<file path="src/rtl/dice_roll_qualifier_if.sv">
// Roll qualifier bus: colour detector levels and game-controller handshake.
// The qualifier sits on the slave side and the stimulus/consumer side on the master side.
interface dice_roll_qualifier_if;
  logic       enable;
  logic       color_valid;
  logic [1:0] color_in;
  logic       white_in;
  logic       roll_ack;
  logic       roll_valid;
  logic [1:0] roll_value;
  logic [2:0] roll_steps;
  logic       armed;
  logic [7:0] roll_count;

  modport master (
    output enable, color_valid, color_in, white_in, roll_ack,
    input  roll_valid, roll_value, roll_steps, armed, roll_count
  );

  modport slave (
    input  enable, color_valid, color_in, white_in, roll_ack,
    output roll_valid, roll_value, roll_steps, armed, roll_count
  );
endinterface

</file>
<file path="src/rtl/dice_roll_qualifier.sv">
// Turns colour-detector levels into one qualified roll per throw (white -> dice -> steady -> handoff).
// Detector signals come from the pclk domain and are resynchronised into clk here.
module dice_roll_qualifier #(
  parameter int WHITE_CYCLES   = 1_000_000,
  parameter int CONFIRM_CYCLES = 5_000_000,
  parameter int CNT_W          = 23
) (
  input  logic                 clk,
  input  logic                 reset,
  dice_roll_qualifier_if.slave bus
);

  typedef enum logic [2:0] {
    ST_IDLE       = 3'd0,
    ST_WAIT_WHITE = 3'd1,
    ST_ARMED      = 3'd2,
    ST_CONFIRM    = 3'd3,
    ST_OFFER      = 3'd4
  } state_e;

  localparam logic [CNT_W-1:0] WHITE_LAST   = CNT_W'(WHITE_CYCLES - 1);
  localparam logic [CNT_W-1:0] CONFIRM_LAST = CNT_W'(CONFIRM_CYCLES - 1);
  localparam logic [CNT_W-1:0] CNT_ZERO     = {CNT_W{1'b0}};
  localparam logic [CNT_W-1:0] CNT_ONE      = {{(CNT_W-1){1'b0}}, 1'b1};

  function automatic logic [CNT_W-1:0] sat_inc(input logic [CNT_W-1:0] v);
    if (v == {CNT_W{1'b1}}) begin
      sat_inc = v;
    end else begin
      sat_inc = v + CNT_ONE;
    end
  endfunction

  logic [1:0] cv_sync_q;
  logic [1:0] w_sync_q;
  logic [1:0] c_meta_q;
  logic [1:0] c_sync_q;
  logic       cv_s;
  logic       w_s;
  logic [1:0] c_s;

  state_e           state_q, state_d;
  logic [CNT_W-1:0] cnt_q, cnt_d;
  logic [1:0]       cand_q, cand_d;
  logic             roll_valid_q, roll_valid_d;
  logic [1:0]       roll_value_q, roll_value_d;
  logic [2:0]       roll_steps_q, roll_steps_d;
  logic             armed_q, armed_d;
  logic [7:0]       roll_count_q, roll_count_d;

  // Two-flop synchronisers for the pclk-domain detector levels.
  always_ff @(posedge clk or negedge reset) begin
    if (!reset) begin
      cv_sync_q <= 2'b00;
      w_sync_q  <= 2'b00;
      c_meta_q  <= 2'b00;
      c_sync_q  <= 2'b00;
    end else begin
      cv_sync_q <= {cv_sync_q[0], bus.color_valid};
      w_sync_q  <= {w_sync_q[0], bus.white_in};
      c_meta_q  <= bus.color_in;
      c_sync_q  <= c_meta_q;
    end
  end

  assign cv_s = cv_sync_q[1];
  assign w_s  = w_sync_q[1];
  assign c_s  = c_sync_q;

  // State, dwell counter, candidate colour and registered outputs.
  always_ff @(posedge clk or negedge reset) begin
    if (!reset) begin
      state_q      <= ST_IDLE;
      cnt_q        <= CNT_ZERO;
      cand_q       <= 2'b00;
      roll_valid_q <= 1'b0;
      roll_value_q <= 2'b00;
      roll_steps_q <= 3'b000;
      armed_q      <= 1'b0;
      roll_count_q <= 8'd0;
    end else begin
      state_q      <= state_d;
      cnt_q        <= cnt_d;
      cand_q       <= cand_d;
      roll_valid_q <= roll_valid_d;
      roll_value_q <= roll_value_d;
      roll_steps_q <= roll_steps_d;
      armed_q      <= armed_d;
      roll_count_q <= roll_count_d;
    end
  end

  // Throw protocol next-state; disable overrides every state.
  always_comb begin
    state_d      = state_q;
    cnt_d        = cnt_q;
    cand_d       = cand_q;
    roll_valid_d = roll_valid_q;
    roll_value_d = roll_value_q;
    roll_steps_d = roll_steps_q;
    roll_count_d = roll_count_q;

    if (!bus.enable) begin
      state_d      = ST_IDLE;
      cnt_d        = CNT_ZERO;
      roll_valid_d = 1'b0;
    end else begin
      case (state_q)
        ST_IDLE: begin
          state_d = ST_WAIT_WHITE;
          cnt_d   = CNT_ZERO;
        end
        ST_WAIT_WHITE: begin
          if (w_s) begin
            if (cnt_q == WHITE_LAST) begin
              state_d = ST_ARMED;
              cnt_d   = CNT_ZERO;
            end else begin
              cnt_d = sat_inc(cnt_q);
            end
          end else begin
            cnt_d = CNT_ZERO;
          end
        end
        ST_ARMED: begin
          if (!w_s && cv_s) begin
            state_d = ST_CONFIRM;
            cand_d  = c_s;
            cnt_d   = CNT_ZERO;
          end else begin
            state_d = ST_ARMED;
          end
        end
        ST_CONFIRM: begin
          // Tray white again means the dice were lifted before qualifying.
          if (w_s) begin
            state_d = ST_ARMED;
            cnt_d   = CNT_ZERO;
          end else if (!cv_s || (c_s != cand_q)) begin
            cand_d = c_s;
            cnt_d  = CNT_ZERO;
          end else if (cnt_q == CONFIRM_LAST) begin
            state_d      = ST_OFFER;
            cnt_d        = CNT_ZERO;
            roll_valid_d = 1'b1;
            roll_value_d = cand_q;
            roll_steps_d = {1'b0, cand_q} + 3'd1;
          end else begin
            cnt_d = sat_inc(cnt_q);
          end
        end
        ST_OFFER: begin
          if (roll_valid_q && bus.roll_ack) begin
            state_d      = ST_WAIT_WHITE;
            cnt_d        = CNT_ZERO;
            roll_valid_d = 1'b0;
            roll_count_d = roll_count_q + 8'd1;
          end else begin
            state_d = ST_OFFER;
          end
        end
        default: begin
          state_d      = ST_IDLE;
          cnt_d        = CNT_ZERO;
          roll_valid_d = 1'b0;
        end
      endcase
    end

    armed_d = (state_d == ST_ARMED) || (state_d == ST_CONFIRM);
  end

  assign bus.roll_valid = roll_valid_q;
  assign bus.roll_value = roll_value_q;
  assign bus.roll_steps = roll_steps_q;
  assign bus.armed      = armed_q;
  assign bus.roll_count = roll_count_q;

endmodule

</file>
<file path="src/flat_wrapper.sv">
// flat-port wrapper written by rule: the top's interface ports become plain ports
module dice_roll_qualifier_flat 
#(
  parameter int WHITE_CYCLES   = 1_000_000,
  parameter int CONFIRM_CYCLES = 5_000_000,
  parameter int CNT_W          = 23
)
  (clk, reset, bus_enable, bus_color_valid, bus_color_in, bus_white_in, bus_roll_ack, bus_roll_valid, bus_roll_value, bus_roll_steps, bus_armed, bus_roll_count);
  dice_roll_qualifier_if bus_i ();
  input  logic clk;
  input  logic reset;
  input wire logic [$bits(bus_i.enable)-1:0] bus_enable;
  input wire logic [$bits(bus_i.color_valid)-1:0] bus_color_valid;
  input wire logic [$bits(bus_i.color_in)-1:0] bus_color_in;
  input wire logic [$bits(bus_i.white_in)-1:0] bus_white_in;
  input wire logic [$bits(bus_i.roll_ack)-1:0] bus_roll_ack;
  output wire logic [$bits(bus_i.roll_valid)-1:0] bus_roll_valid;
  output wire logic [$bits(bus_i.roll_value)-1:0] bus_roll_value;
  output wire logic [$bits(bus_i.roll_steps)-1:0] bus_roll_steps;
  output wire logic [$bits(bus_i.armed)-1:0] bus_armed;
  output wire logic [$bits(bus_i.roll_count)-1:0] bus_roll_count;
  assign bus_i.enable = bus_enable;
  assign bus_i.color_valid = bus_color_valid;
  assign bus_i.color_in = bus_color_in;
  assign bus_i.white_in = bus_white_in;
  assign bus_i.roll_ack = bus_roll_ack;
  assign bus_roll_valid = bus_i.roll_valid;
  assign bus_roll_value = bus_i.roll_value;
  assign bus_roll_steps = bus_i.roll_steps;
  assign bus_armed = bus_i.armed;
  assign bus_roll_count = bus_i.roll_count;
  dice_roll_qualifier #(.WHITE_CYCLES(WHITE_CYCLES), .CONFIRM_CYCLES(CONFIRM_CYCLES), .CNT_W(CNT_W)) u_core (.clk(clk), .reset(reset), .bus(bus_i));
endmodule
</file>
<file path="config.mk">
export PLATFORM = sky130hd
export DESIGN_NAME = dice_roll_qualifier_flat
export DESIGN_NICKNAME = d
export VERILOG_FILES = /design/src/rtl/dice_roll_qualifier_if.sv /design/src/rtl/dice_roll_qualifier.sv /design/src/flat_wrapper.sv
export SDC_FILE = /design/constraint.sdc
export NUM_CORES = 1
export LEC_CHECK = 0
export BUFFER_PORTS_ARGS = -buffer_cell sky130_fd_sc_hd__buf_2
export CAP_MARGIN = 20
export CORE_ASPECT_RATIO = 1.2
export CORE_MARGIN = 10
export CORE_UTILIZATION = 37
export DETAILED_ROUTE_END_ITERATION = 16
export HOLD_SLACK_MARGIN = 0.08
export PLACE_DENSITY = 0.63
export SLEW_MARGIN = 30
export SYNTH_ARGS = -nofsm -noshare
export SYNTH_HDL_FRONTEND = slang
export SYNTH_SLANG_ARGS = --single-unit
</file>
<file path="constraint.sdc">
create_clock -name clk -period 2.8 [get_ports clk]
set_clock_uncertainty 0.2 [all_clocks]
set_input_delay 0.56 -clock clk [delete_from_list [all_inputs] [get_ports clk]]
set_output_delay 0.56 -clock clk [all_outputs]
set_load 0.01 [all_outputs]
</file>
==> run_results.csv <==
group,metric,value,unit
cells_and_area,nFillCells,632,
power,ir_worst_vdd,0.0002037,V
route,wl_per_cell,14.11,um
global_routing,first_global_vias,1891,
synth,synth_top_cell_area_share,51.18,%
die,fp.dieH,109.9,um
cells_and_area,multi_input_comb_area,1151,sq um
sta,setup_violations,0,
synth,postSynthAreaPerCell,10.57,sq um
place,place_inst,352,
sta,setup_tns,0,ps
cells_and_area,area_delta_synth_final,16.41,%
route,drt_iter0_drc,154,
global_routing,grt_max_degree,29,
global_routing,antenna_found_initial,0,
synth,synthCells,236,
cells_and_area,layout.nets,286,
global_routing,grt_pass1_wl,8.901,mm
synth,synth_top_flop_cell,"dfrtp_1",
sta,rsz0062_at_grt,"false",
sta,hold_slack,145.4,ps
clock_network,cts_tree,"done",
route,drt-vias-per-instance,5.199,
cells_and_area,finalNonFillerCells,361,
power,seqPwrFrac,60.0,%
power,clock_power_share,36.3,%
cells_and_area,ff_latch_area,1276,sq um
die,dieArea,10440,sq um
clock_network,htree_levels,2,
synth,yosys.area.top_type,"dfrtp_1",
synth,ys.warnings.count,0,
setup_path,critPathKind,"reg -> reg",
power,intPower,944.5,uW
route,drc_errors,0,
power,switchingPower,305.1,uW
setup_path,worstSetupEndpointType,"flop",
setup_path,path_max_fanout,17,
synth,synth_seq_area_share,51.18,%
sta,timing_worst_slew_pin_value,895.9,ps
synth,yosysMostFrequentCell,"dfrtp_1",
setup_path,startpoint_type,"flop",
synth,synth_nets,247,
die,fp.dieW,94.94,um
clock_network,clock_latency,320,ps
run_status,status,"complete, no violations",
global_routing,grt.overflow.total,0,
route,routed_wl,5.094,mm
power,finalPower,1250,uW
place,hpwlAfterDp,3.751,mm
synth,netlist_area,2494,sq um
clock_network,cts_root_buffer,"clkbuf_8",
cells_and_area,drive_above_1_share,22.10,%
setup_path,cp.required,2770,ps
power,combPwrFrac,3.7,%
place,port_buffers,22,
synth,synthTopCellsByArea,"dfrtp_1, xor2_1, nor2_1, nand2_1, nand4_1",
die,core_area,6486,sq um
route,firstDrtPassIters,4,
cells_and_area,diodes,0,
route,ant_nets,0,
die,pin_count,23,
setup_path,critPathArrivalTime,2560,ps
sta,post-route-period-util,92.42,%
power,power_density,430.5,nW/um^2
clock_network,clk_path_buf_depth,2,
sta,hold_viol_final,0,
sta,period_needed,2588,ps
route,via_count,1877,
sta,fmax,386.4,MHz
run,max-cap-violations,0,
sta,slew_violations,0,
synth,synth_edf_count,0,
min_path,hold_class,"reg -> reg",
die,row_count,32,
clock_network,cts-buffers-inserted,5,
power,power_leakage,0.001351,uW
clock_network,clk_pin_slew_worst_paths,110,ps
cells_and_area,post-route-util,44.75,%
die,start_util,38.45,%
global_routing,track_usage,10.57,%
power,switching_share,24.42,%
clock_network,cts_sinks,51,
synth,synth-async-reset-ratio,100.0,%
synth,synth_cell_types,39,
place,gp_congestion,0.8926,
synth,ys_seq_elements,51,
synth,synth.top_cells.by_count,"dfrtp_1, nor2_1, nand2_1, xor2_1, nand3_1",
sta,slew_headroom,40.28,%
path summary, 6_finish.rpt:
kind | from | to | slack (ps) | depth (start not counted)
worst max-delay path | u_core.cnt_q[3] | u_core.cnt_q[21] | 210 | 7
worst min register to register | u_core.c_meta_q[0] | u_core.c_s[0] | 150 | 0
worst max register to register | u_core.cnt_q[3] | u_core.cnt_q[21] | 210 | 7
max in group asynchronous | reset | u_core.cnt_q[7] | 1300 | 3
min in group asynchronous | reset | u_core.bus.roll_value[0] | 540 | 2
worst min-delay path | u_core.c_meta_q[0] | u_core.c_s[0] | 150 | 0
power by group through the flow:
stage          Combinational, uW  Sequential (uW)  Clock (uW)
3_3_place_gp                45.6              765           0
5_1_grt                     53.6              752         498
6_report                    46.0              750         454
3_5_place_dp                46.9              765           0
2_1_floorplan               19.7              763           0
4_1_cts                     48.0              750         468
area by class of cell:
cell class	count	area share (%)
clock inverters	3	0.9914
repair buffers	38	8.448
flip-flops and latches	51	43.97
well taps	85	3.664
clock buffers	5	2.371
multi-input cells	172	39.66
inverters	7	0.9052
per-stage QoR:
stage	instance area, sq um	worst slack, ps
floorplan	2494	719.1
global placement	2793	-23.94
detailed placement	2795	220.8
CTS	2903	236.2
global route	2903	45.74
finish	2903	212.1
timing repair:
| action | in CTS | in global routing |
|---|---|---|
| setup endpoints to repair | 0 | 0 |
| hold buffers | 1 | 0 |
| setup buffers | 0 | 0 |
| endpoints found under the hold margin | 23 | 0 |
| gates resized for setup | 0 | 0 |
critical path, cell delays in order, from the launching register on:
cell and delay, ps:
dfrtp_1 440, and4_1 220, buf_4 140, and4_1 230
a32oi_2 730, nand4_1 220, xnor2_1 200, nor2_1 60
sequential cells by signal (all words and copies together) (netlist names):
name / count
u_core.cnt_q: 23
u_core.bus.roll_count: 8
u_core.bus.roll_steps: 3
u_core.state_q: 3
u_core.bus.roll_value: 2
u_core.c_meta_q: 2
u_core.c_s: 2
u_core.cand_q: 2
u_core.cv_sync_q: 2
u_core.w_sync_q: 2
u_core.bus.armed: 1
u_core.bus.roll_valid: 1
metal layers:
layer  track usage, %  share of wire, %
met4            5.032               2.1
met5                0                 0
met1            12.23                45
met2            17.78                48
met3            2.797               4.9
cells by family (layout without fill, tap and decap cells):
logic type	Yosys count	after routing	share of synthesized area (%)
XOR/XNOR	25	25	8.781
AND/OR/NAND/NOR	104	104	23.23
AO/OA/AOI/OAI	32	32	8.981
buffers and inverters	13	53	2.760
multiplexers	8	8	3.563
adder cells (fa/ha/maj)	3	3	1.505
flip-flops	51	51	51.18
layout by cell type (no fill, tap or decap), drive strengths merged, types with 3 or more instances in the layout:
cell type	netlist	layout
a21boi	3	3
a21oi	11	11
a31oi	4	4
and2	3	3
and3	11	11
and4	5	5
buf	3	37
clkbuf	3	5
dfrtp	51	51
ha	3	3
inv	7	8
mux2	7	7
nand2	22	22
nand3	14	14
nand4	13	13
nor2	23	23
nor3	3	3
o21ai	5	5
xnor2	9	9
xor2	16	16
Power figures use the tool's default switching activity.
